--- src/rtl/instr_fetch.sv ---
// Instruction fetch stage: PC register, single-outstanding imem request, and a
// registered instruction handed downstream. Optional misaligned-redirect trap: FETCH_MISALIGN_TRAP_EN.
module instr_fetch #(
  parameter logic [31:0] RESET_PC = 32'h0000_0000
) (
  input  logic        clk,
  input  logic        rst_n,
  output logic        imem_req,
  output logic [31:0] imem_addr,
  input  logic        imem_rvalid,
  input  logic [31:0] imem_rdata,
  output logic        instr_valid,
  input  logic        instr_ready,
  output logic [31:0] instr,
  output logic [6:0]  opcode,
  output logic [31:0] pc,
  output logic [31:0] pc_plus4,
  input  logic        branch_taken,
  input  logic [31:0] branch_target,
  output logic [31:0] fetch_count,
  output logic        fetch_err,
  output logic [1:0]  fsm_state
);

  localparam logic [31:0] NOP = 32'h0000_0013;

`ifdef FETCH_MISALIGN_TRAP_EN
  typedef enum logic [1:0] {S_IDLE = 2'd0, S_FETCH = 2'd1, S_OUT = 2'd2, S_ERR = 2'd3} state_t;
`else
  typedef enum logic [1:0] {S_IDLE = 2'd0, S_FETCH = 2'd1, S_OUT = 2'd2} state_t;
`endif

  // Handshakes: imem transfer completes on a cycle with imem_req && imem_rvalid;
  // downstream transfer completes on a cycle with instr_valid && instr_ready.
  state_t state, state_next;
  logic   handoff;
  logic   trap;

  always_ff @(posedge clk or negedge rst_n) begin
    if (!rst_n) state <= S_IDLE;
    else        state <= state_next;
  end

  always_comb begin
    state_next = state;
    handoff    = 1'b0;
    trap       = 1'b0;
    case (state)
      S_IDLE:  state_next = S_FETCH;
      S_FETCH: if (imem_rvalid) state_next = S_OUT;
      S_OUT: begin
        if (instr_ready) begin
          handoff    = 1'b1;
          state_next = S_FETCH;
`ifdef FETCH_MISALIGN_TRAP_EN
          if (branch_taken && (branch_target[1:0] != 2'b00)) begin
            trap       = 1'b1;
            state_next = S_ERR;
          end
`endif
        end
      end
      default: state_next = state;
    endcase
  end

  assign imem_req    = (state == S_FETCH);
  assign instr_valid = (state == S_OUT);
  assign imem_addr   = pc;
  assign opcode      = instr[6:0];
  assign pc_plus4    = pc + 32'd4;
  assign fsm_state   = state;

  always_ff @(posedge clk or negedge rst_n) begin
    if (!rst_n) begin
      pc          <= RESET_PC;
      instr       <= NOP;
      fetch_count <= '0;
    end else begin
      if ((state == S_FETCH) && imem_rvalid) instr <= imem_rdata;
      if (handoff) begin
        fetch_count <= fetch_count + 32'd1;
        // Redirects are forced word-aligned; a trapped redirect leaves pc alone.
        if (!trap) pc <= branch_taken ? (branch_target & ~32'h3) : pc_plus4;
      end
    end
  end

`ifdef FETCH_MISALIGN_TRAP_EN
  always_ff @(posedge clk or negedge rst_n) begin
    if (!rst_n)    fetch_err <= 1'b0;
    else if (trap) fetch_err <= 1'b1;
  end
`else
  assign fetch_err = 1'b0;
`endif

endmodule
--- config.mk ---
export PLATFORM = sky130hd
export DESIGN_NAME = instr_fetch
export DESIGN_NICKNAME = d
export VERILOG_FILES = /design/src/rtl/instr_fetch.sv
export SDC_FILE = /design/constraint.sdc
export NUM_CORES = 1
export LEC_CHECK = 0
export CAP_MARGIN = 20
export CORE_MARGIN = 2
export CORE_UTILIZATION = 35
export CTS_CLUSTER_DIAMETER = 60
export DETAILED_ROUTE_END_ITERATION = 8
export PLACE_DENSITY_LB_ADDON = 0.05
export SKIP_CTS_REPAIR_TIMING = 1
export SLEW_MARGIN = 20
export SYNTH_ARGS = -nofsm -noshare
export SYNTH_HDL_FRONTEND = slang
export SYNTH_SLANG_ARGS = --single-unit
--- constraint.sdc ---
create_clock -name clk -period 2.1 [get_ports clk]
set_input_delay 0.315 -clock clk [delete_from_list [all_inputs] [get_ports clk]]
set_output_delay 0.315 -clock clk [all_outputs]
set_load 0.05 [all_outputs]
==> results of run 1 <==
==> kinds of logic (layout without fill, tap and decap cells) <==
family          Yosys count  after routing  share of synthesized area (%)
other cells               1              7                        0.06756
fa+ha+maj                 2              2                         0.4508
buf+inv                  94            354                          9.851
mux                      33             33                          6.673
xor+xnor                 57             57                          8.995
flops                    96             96                          43.35
simple gates            199            199                          20.60
compound gates           82             82                          10.01
==> layout make-up <==
| class | count | area [µm²] | area share, % |
|---|---|---|---|
| Clock buffer | 11 | 252.7 | 2.576 |
| Clock inverter | 5 | 38.79 | 0.3953 |
| Inverter | 15 | 56.30 | 0.5738 |
| Multi-Input combinational cell | 380 | 3347 | 34.11 |
| Sequential cell | 96 | 2437 | 24.84 |
| Tap cell | 216 | 270.3 | 2.754 |
| Timing Repair Buffer | 323 | 3411 | 34.76 |
==> path summary, 6_finish.rpt <==
check,cells after the start,endpoint,startpoint
max,6,pc_plus4[20],imem_addr[3]$_DFFE_PN0N_
min,4,imem_addr[30]$_DFFE_PN0N_,branch_taken
max reg2reg,8,imem_addr[25]$_DFFE_PN0N_,imem_addr[13]$_DFFE_PN0N_
min reg2reg,1,fetch_count[31]$_DFFE_PN0N_,fetch_count[31]$_DFFE_PN0N_
max in group asynchronous,3,instr[4]$_DFFE_PN1P_,rst_n
min in group asynchronous,2,imem_addr[26]$_DFFE_PN0N_,rst_n
==> synth_stat cells (all sizes together) (2+ instances only) <==
library cell,number
and4,5
a21oi,16
xnor2,48
nand2b,2
nor2,21
nand2,37
a31oi,5
o21ai,21
or2,3
dfrtp,93
xor2,9
a21boi,2
a211o,2
nand3,36
nor4,9
inv,15
buf,56
nand3b,3
nor2b,5
o211ai,11
nand4,24
mux2,32
dfstp,3
o21a,2
and3,21
and2,3
nor4b,2
nor3,18
a311o,4
a22oi,5
o2bb2ai,6
ha,2
clkbuf,23
or3,5
==> layer usage <==
layer  share of wire (%)  up-vias  track usage [%]
li1                    -     2476                -
met1                  42     2526            25.58
met2                  49      198            32.18
met3                 7.8       14            6.888
met4                0.83        2            3.416
met5               0.076        -                0
==> worst max-delay path, stage by stage (launching register included) <==
cell and delay [ns]:
dfrtp_2 0.41, ha_4 0.17, nand3_4 0.10, nor4_4 0.39, nand2b_1 0.23, xnor2_4 0.20
buf_12 0.15
==> flip-flops by register name (all words and copies together) (netlist names) <==
name and flops:
fsm_state 2, fetch_count 32, instr 32, imem_addr 30
==> power breakdown <==
group | switching, mW | internal (mW)
sequential | 0.323 | 2.29
clock | 0.753 | 0.878
combinational | 3.53 | 2.08
total | 4.61 | 5.25
==> through the flow <==
stage               setup WS, ns  area [µm²]
finish                   -0.2258        9813
global route             -0.3586        9813
CTS                      -0.3620        9238
detailed placement       0.02383        8946
global placement         0.07448        8946
floorplan                -0.2421        6153
==> metrics.md, run 1 <==
| Metric | Value |
|---|---|
| PortBufs | `231` |
| R2R setup slack | `around 0.33 ns` |
| H-Tree Depth | `3` |
| Total power | `9.854 mW` |
| Final TNS setup | `-3.204 ns` |
| Antenna cells | `0` |
| Fin crit share | `110.8%` |
| Post-synth top flop | `dfrtp_1` |
| CTS Buf Count | `9` |
| Synth Cell Area | `approximately 5600 µm²` |
| Tightest Pin Transition | `roughly 0.75 ns` |
| Status | `finished, violations left` |
| Post-synth EDFFs | `0` |
| Max-slew violations | `0` |
| Min Tclk post-route | `2.326 ns` |
| Synth warnings | `0` |
| CTS tree | `built` |
| Starting Density | `a little over a third` |
| Die W | `around 130 µm` |
| Final WL | `about 17 mm` |
| Setup-failing EPs final | `22` |
| Final RePlAce weighted congestion | `0.8238` |
| Iter 0 DRT Violations | `270` |
| Asr flop ratio synth | `100.0%` |
| Peak supply drop | `roughly 0.0011 V` |
| Final Hold Fails | `0` |
| Post-route clock skew | `about 0.0060 ns` |
| Synth top area share | `41.93%` |
| Synthesized area per cell | `approximately 9.8 µm²` |
| Rel. slew slack | `about half` |
| Fill count | `1,274` |
| WL/cell | `16.43 µm` |
| Max cap viols | `0` |
| Failing checks | `setup timing` |
| Final ANT Viol Nets | `0` |
| Layout cells sized above 1 | `approximately 34%` |
| P&R area growth vs syn | `76.80%` |
| Min-delay worst type | `input pin to flip-flop` |
| Max Fclk | `roughly 0.43 GHz` |
| Die extent in y | `129.9 µm` |
| Post-DR vias/cell | `between 4 and 5` |
| Largest net degree at the start of global routing | `between 40 and 50` |
| RSZ-0062 raised after global routing | `true` |
| Critical Path RT | `about 1.8 ns` |
| Clock Sinks | `96` |
| IO Pins | `between 200 and 250` |
| Top cells by area, synth | `dfrtp_1 (42%), xnor2_1 (7.6%), mux2_2 (6.5%)` |
| Die Area | `approximately 17,000 µm²` |
| Most frequent cells in the layout | `clkdlybuf4s50_1 (172), buf_4 (90), dfrtp_1 (68)` |
| DR DRC count | `0` |
| Core area | `between 15,000 and 20,000 µm²` |
| Biggest area consumer among synthesized cells | `dfrtp_1` |
| Critical Path Fanout Max | `4` |
| Vias in the first global route | `between 4,000 and 5,000` |
| Worst setup EP type | `primary output` |
| Rows | `46` |
| Cell variety after synth | `60` |
| Vias | `5,216` |
| Leakage | `4.302 nW` |
| Share of the core filled with cells | `approximately 62%` |
| Path type of the worst setup path | `flip-flop to primary output` |
| PD cells | `roughly 1000 nW/µm²` |
| Critical Path Start Type | `flip-flop` |
| CTS root buffer | `clkbuf_16` |
| CTS Buffer Depth | `2` |
| Non-filler cells, final | `roughly 1,000` |
| Mapped Cells | `564` |
| Skew-Pair Late Insertion Delay | `around 0.35 ns` |
| First-pass GRT wire length | `roughly 26 mm` |
| Final setup margin | `-0.2258 ns` |
| Nets | `roughly 900` |
| Most common cell after layout, fill and taps aside | `clkdlybuf4s50_1` |
| Arrival @ worst endpoint | `about 2 ns` |
| Tot GR Track Use | `about a fifth` |
| Reg clk slew, reported paths | `~0.07 ns` |
| Drt pass-1 iters | `5` |
| Seq/Total Area, Yosys | `~43%` |
| FF+latch count, synth | `between 90 and 100` |
| Placed insts | `approximately 1,000` |
| Dpl hpwl | `~13 mm` |
| Initial antenna violation count | `1` |
| GRT overflow | `0` |
| Final hold slack | `between 0.3 and 0.4 ns` |
No activity file was read; power rests on OpenSTA's default activity.
==> run 2: changes to the inputs <==
==> constraint.sdc (replaced) <==
create_clock -name clk -period 2.4 [get_ports clk]
set_input_delay 0.36 -clock clk [delete_from_list [all_inputs] [get_ports clk]]
set_output_delay 0.36 -clock clk [all_outputs]
set_load 0.05 [all_outputs]
==> metrics.md, run 2 (synthesis results as in run 1) <==
| Metric | Value |
|---|---|
| Critical Path RT | `2.04 ns (was 1.78 ns)` |
| DR DRC count | `0 (unchanged)` |
| RSZ-0062 raised after global routing | `true (unchanged)` |
| Vias | `5,294 (was 5,216)` |
| GRT overflow | `0 (unchanged)` |
| Initial antenna violation count | `0 (was 1)` |
| Final setup margin | `-0.09001 ns (was -0.2258 ns)` |
| Drt pass-1 iters | `7 (was 5)` |
| Nets | `886 (was 896)` |
| CP cell instances | `buf_6 > and4_4 > nand4_4 > or4_4 > xnor2_4 > buf_12 (was ha_4 > nand3_4 > nor4_4 > nand2b_1 > xnor2_4 > buf_12)` |
| P&R area growth vs syn | `71.71% (was 76.80%)` |
| Final ANT Viol Nets | `0 (unchanged)` |
| Tot GR Track Use | `19.77% (was 19.64%)` |
| Reg clk slew, reported paths | `0.07 ns (about the same)` |
| Fin crit share | `103.8%` |
| IO Pins | `241 (unchanged)` |
| Vias in the first global route | `4,965 (was 4,953)` |
| Path type of the worst setup path | `flip-flop to primary output (unchanged)` |
| Final RePlAce weighted congestion | `0.8009 (was 0.8238)` |
| Non-filler cells, final | `1,036 (was 1,046)` |
| Tightest Pin Transition | `0.7791 ns (was 0.7508 ns)` |
| Largest net degree at the start of global routing | `52 (was 43)` |
| Area after DPL | `8627 µm² (was 8946 µm²)` |
| Skew-Pair Late Insertion Delay | `0.35 ns (about the same)` |
| Starting Density | `35.32% (unchanged)` |
| Min Tclk post-route | `approximately 2.5 ns` |
| Rows | `46 (unchanged)` |
| Die Area | `16,880 µm² (unchanged)` |
| Dpl hpwl | `12.22 mm (was 12.66 mm)` |
| CTS Buf Count | `9 (unchanged)` |
| First-pass GRT wire length | `26.17 mm (was 26.09 mm)` |
| Die extent in y | `129.9 µm (unchanged)` |
| CTS root buffer | `clkbuf_16 (unchanged)` |
| Slowest-stage cell, CP | `or4_4 (was dfrtp_2)` |
| Setup-failing EPs final | `3 (was 22)` |
| Critical Path Fanout Max | `3 (was 4)` |
| Arrival @ worst endpoint | `2.13 ns (was 2.01 ns)` |
| Min-delay worst type | `input pin to async pin (was input pin to flip-flop)` |
| Post-DR vias/cell | `5.110 (was 4.987)` |
| H-Tree Depth | `3 (unchanged)` |
| CTS Buffer Depth | `2 (unchanged)` |
| Leakage | `3.959 nW (was 4.302 nW)` |
| Peak supply drop | `0.0007786 V (was 0.001066 V)` |
| CTS tree | `built (unchanged)` |
| Placed insts | `978 (was 999)` |
| Final Instance Area | `9530 µm² (was 9813 µm²)` |
| Clock Sinks | `96 (unchanged)` |
| Most frequent cells in the layout | `clkdlybuf4s50_1 (201), buf_4 (70), dfrtp_1 (69) (was clkdlybuf4s50_1 (172), buf_4 (90), dfrtp_1 (68))` |
| Post-route clock skew | `0.008370 ns (was 0.006050 ns)` |
| Final WL | `17.49 mm (was 17.19 mm)` |
| Core area | `15,710 µm² (unchanged)` |
| Worst stage delay on the critical path | `0.57 ns (was 0.41 ns)` |
| Total power | `8.656 mW (was 9.854 mW)` |
| Pre-CTS setup slack | `0.1586 ns (was 0.02383 ns)` |
| Max cap viols | `0 (unchanged)` |
| Worst setup EP type | `primary output (unchanged)` |
| WL/cell | `16.88 µm (was 16.43 µm)` |
| Max-slew violations | `0 (unchanged)` |
| Failing checks | `setup timing (unchanged)` |
| PortBufs | `231 (unchanged)` |
| Most common cell after layout, fill and taps aside | `clkdlybuf4s50_1 (unchanged)` |
| Iter 0 DRT Violations | `322 (was 270)` |
| Max Fclk | `approximately 0.4 GHz` |
| Antenna cells | `0 (unchanged)` |
| PD cells | `908.3 nW/µm² (was 1004 nW/µm²)` |
| Critical Path Start Type | `flip-flop (unchanged)` |
| Layout cells sized above 1 | `30.61% (was 34.10%)` |
| Share of the core filled with cells | `60.65% (was 62.45%)` |
| Die W | `129.9 µm (unchanged)` |
| Rel. slew slack | `48.06% (was 49.94%)` |
| Status | `finished, violations left (unchanged)` |
| Final Hold Fails | `0 (unchanged)` |
-- run 2: worst paths after layout --
kind	endpoint	startpoint	slack, ns	cells past startpoint
worst max-delay path	pc_plus4[31]	imem_addr[7]$_DFFE_PN0N_	-0.09	6
worst min-delay path	imem_addr[29]$_DFFE_PN0N_	rst_n	0.001	1
min in group clk	imem_addr[31]$_DFFE_PN0N_	branch_taken	0.45	3
worst min register to register	fetch_count[31]$_DFFE_PN0N_	fetch_count[31]$_DFFE_PN0N_	0.47	1
worst max register to register	fetch_count[20]$_DFFE_PN0N_	fetch_count[1]$_DFFE_PN0N_	0.64	6
max in group asynchronous	instr[4]$_DFFE_PN1P_	rst_n	1.68	2
-- run 2: per-layer routing --
metal | global-route usage [%] | share of wire [%]
met4 | 6.262 | 1.5
met3 | 5.043 | 7.4
met1 | 26.75 | 43
met2 | 31.23 | 48
met5 | 0 | 0
-- run 2: report_power, final --
part	internal [mW]	switching [mW]	leakage (nW)	total (mW)
clock	0.757	0.706	0.146	1.46
sequential	2.00	0.292	1.15	2.29
combinational	1.84	3.06	2.67	4.90
total	4.60	4.06	3.96	8.66
-- run 2: critical path, delay by kind of cell, from the launching register on --
family | cells | cell delay [ns]
flip-flops | 1 | 0.40
AND/OR/NAND/NOR | 3 | 0.94
XOR/XNOR | 1 | 0.17
buffers and inverters | 2 | 0.26
-- run 2: through the flow --
step / hold WS [ns] / setup TNS (ns)
2_1_floorplan: 0.06441 / -0.03248
3_3_place_gp: 0.4075 / 0
3_5_place_dp: 0.4031 / 0
4_1_cts: 0.02200 / -2.811
5_1_grt: 0.05131 / -0.8511
6_report: 0.001438 / -0.09610
-- run 2: cell type report --
cell class	count	area (µm²)
fill	1270	6182
clock inverter	6	55.05
inverter	15	56.30
multi-input combinational	380	3212
sequential	96	2436
timing repair buffer	313	3262
tap	216	270.3
clock buffer	10	239.0
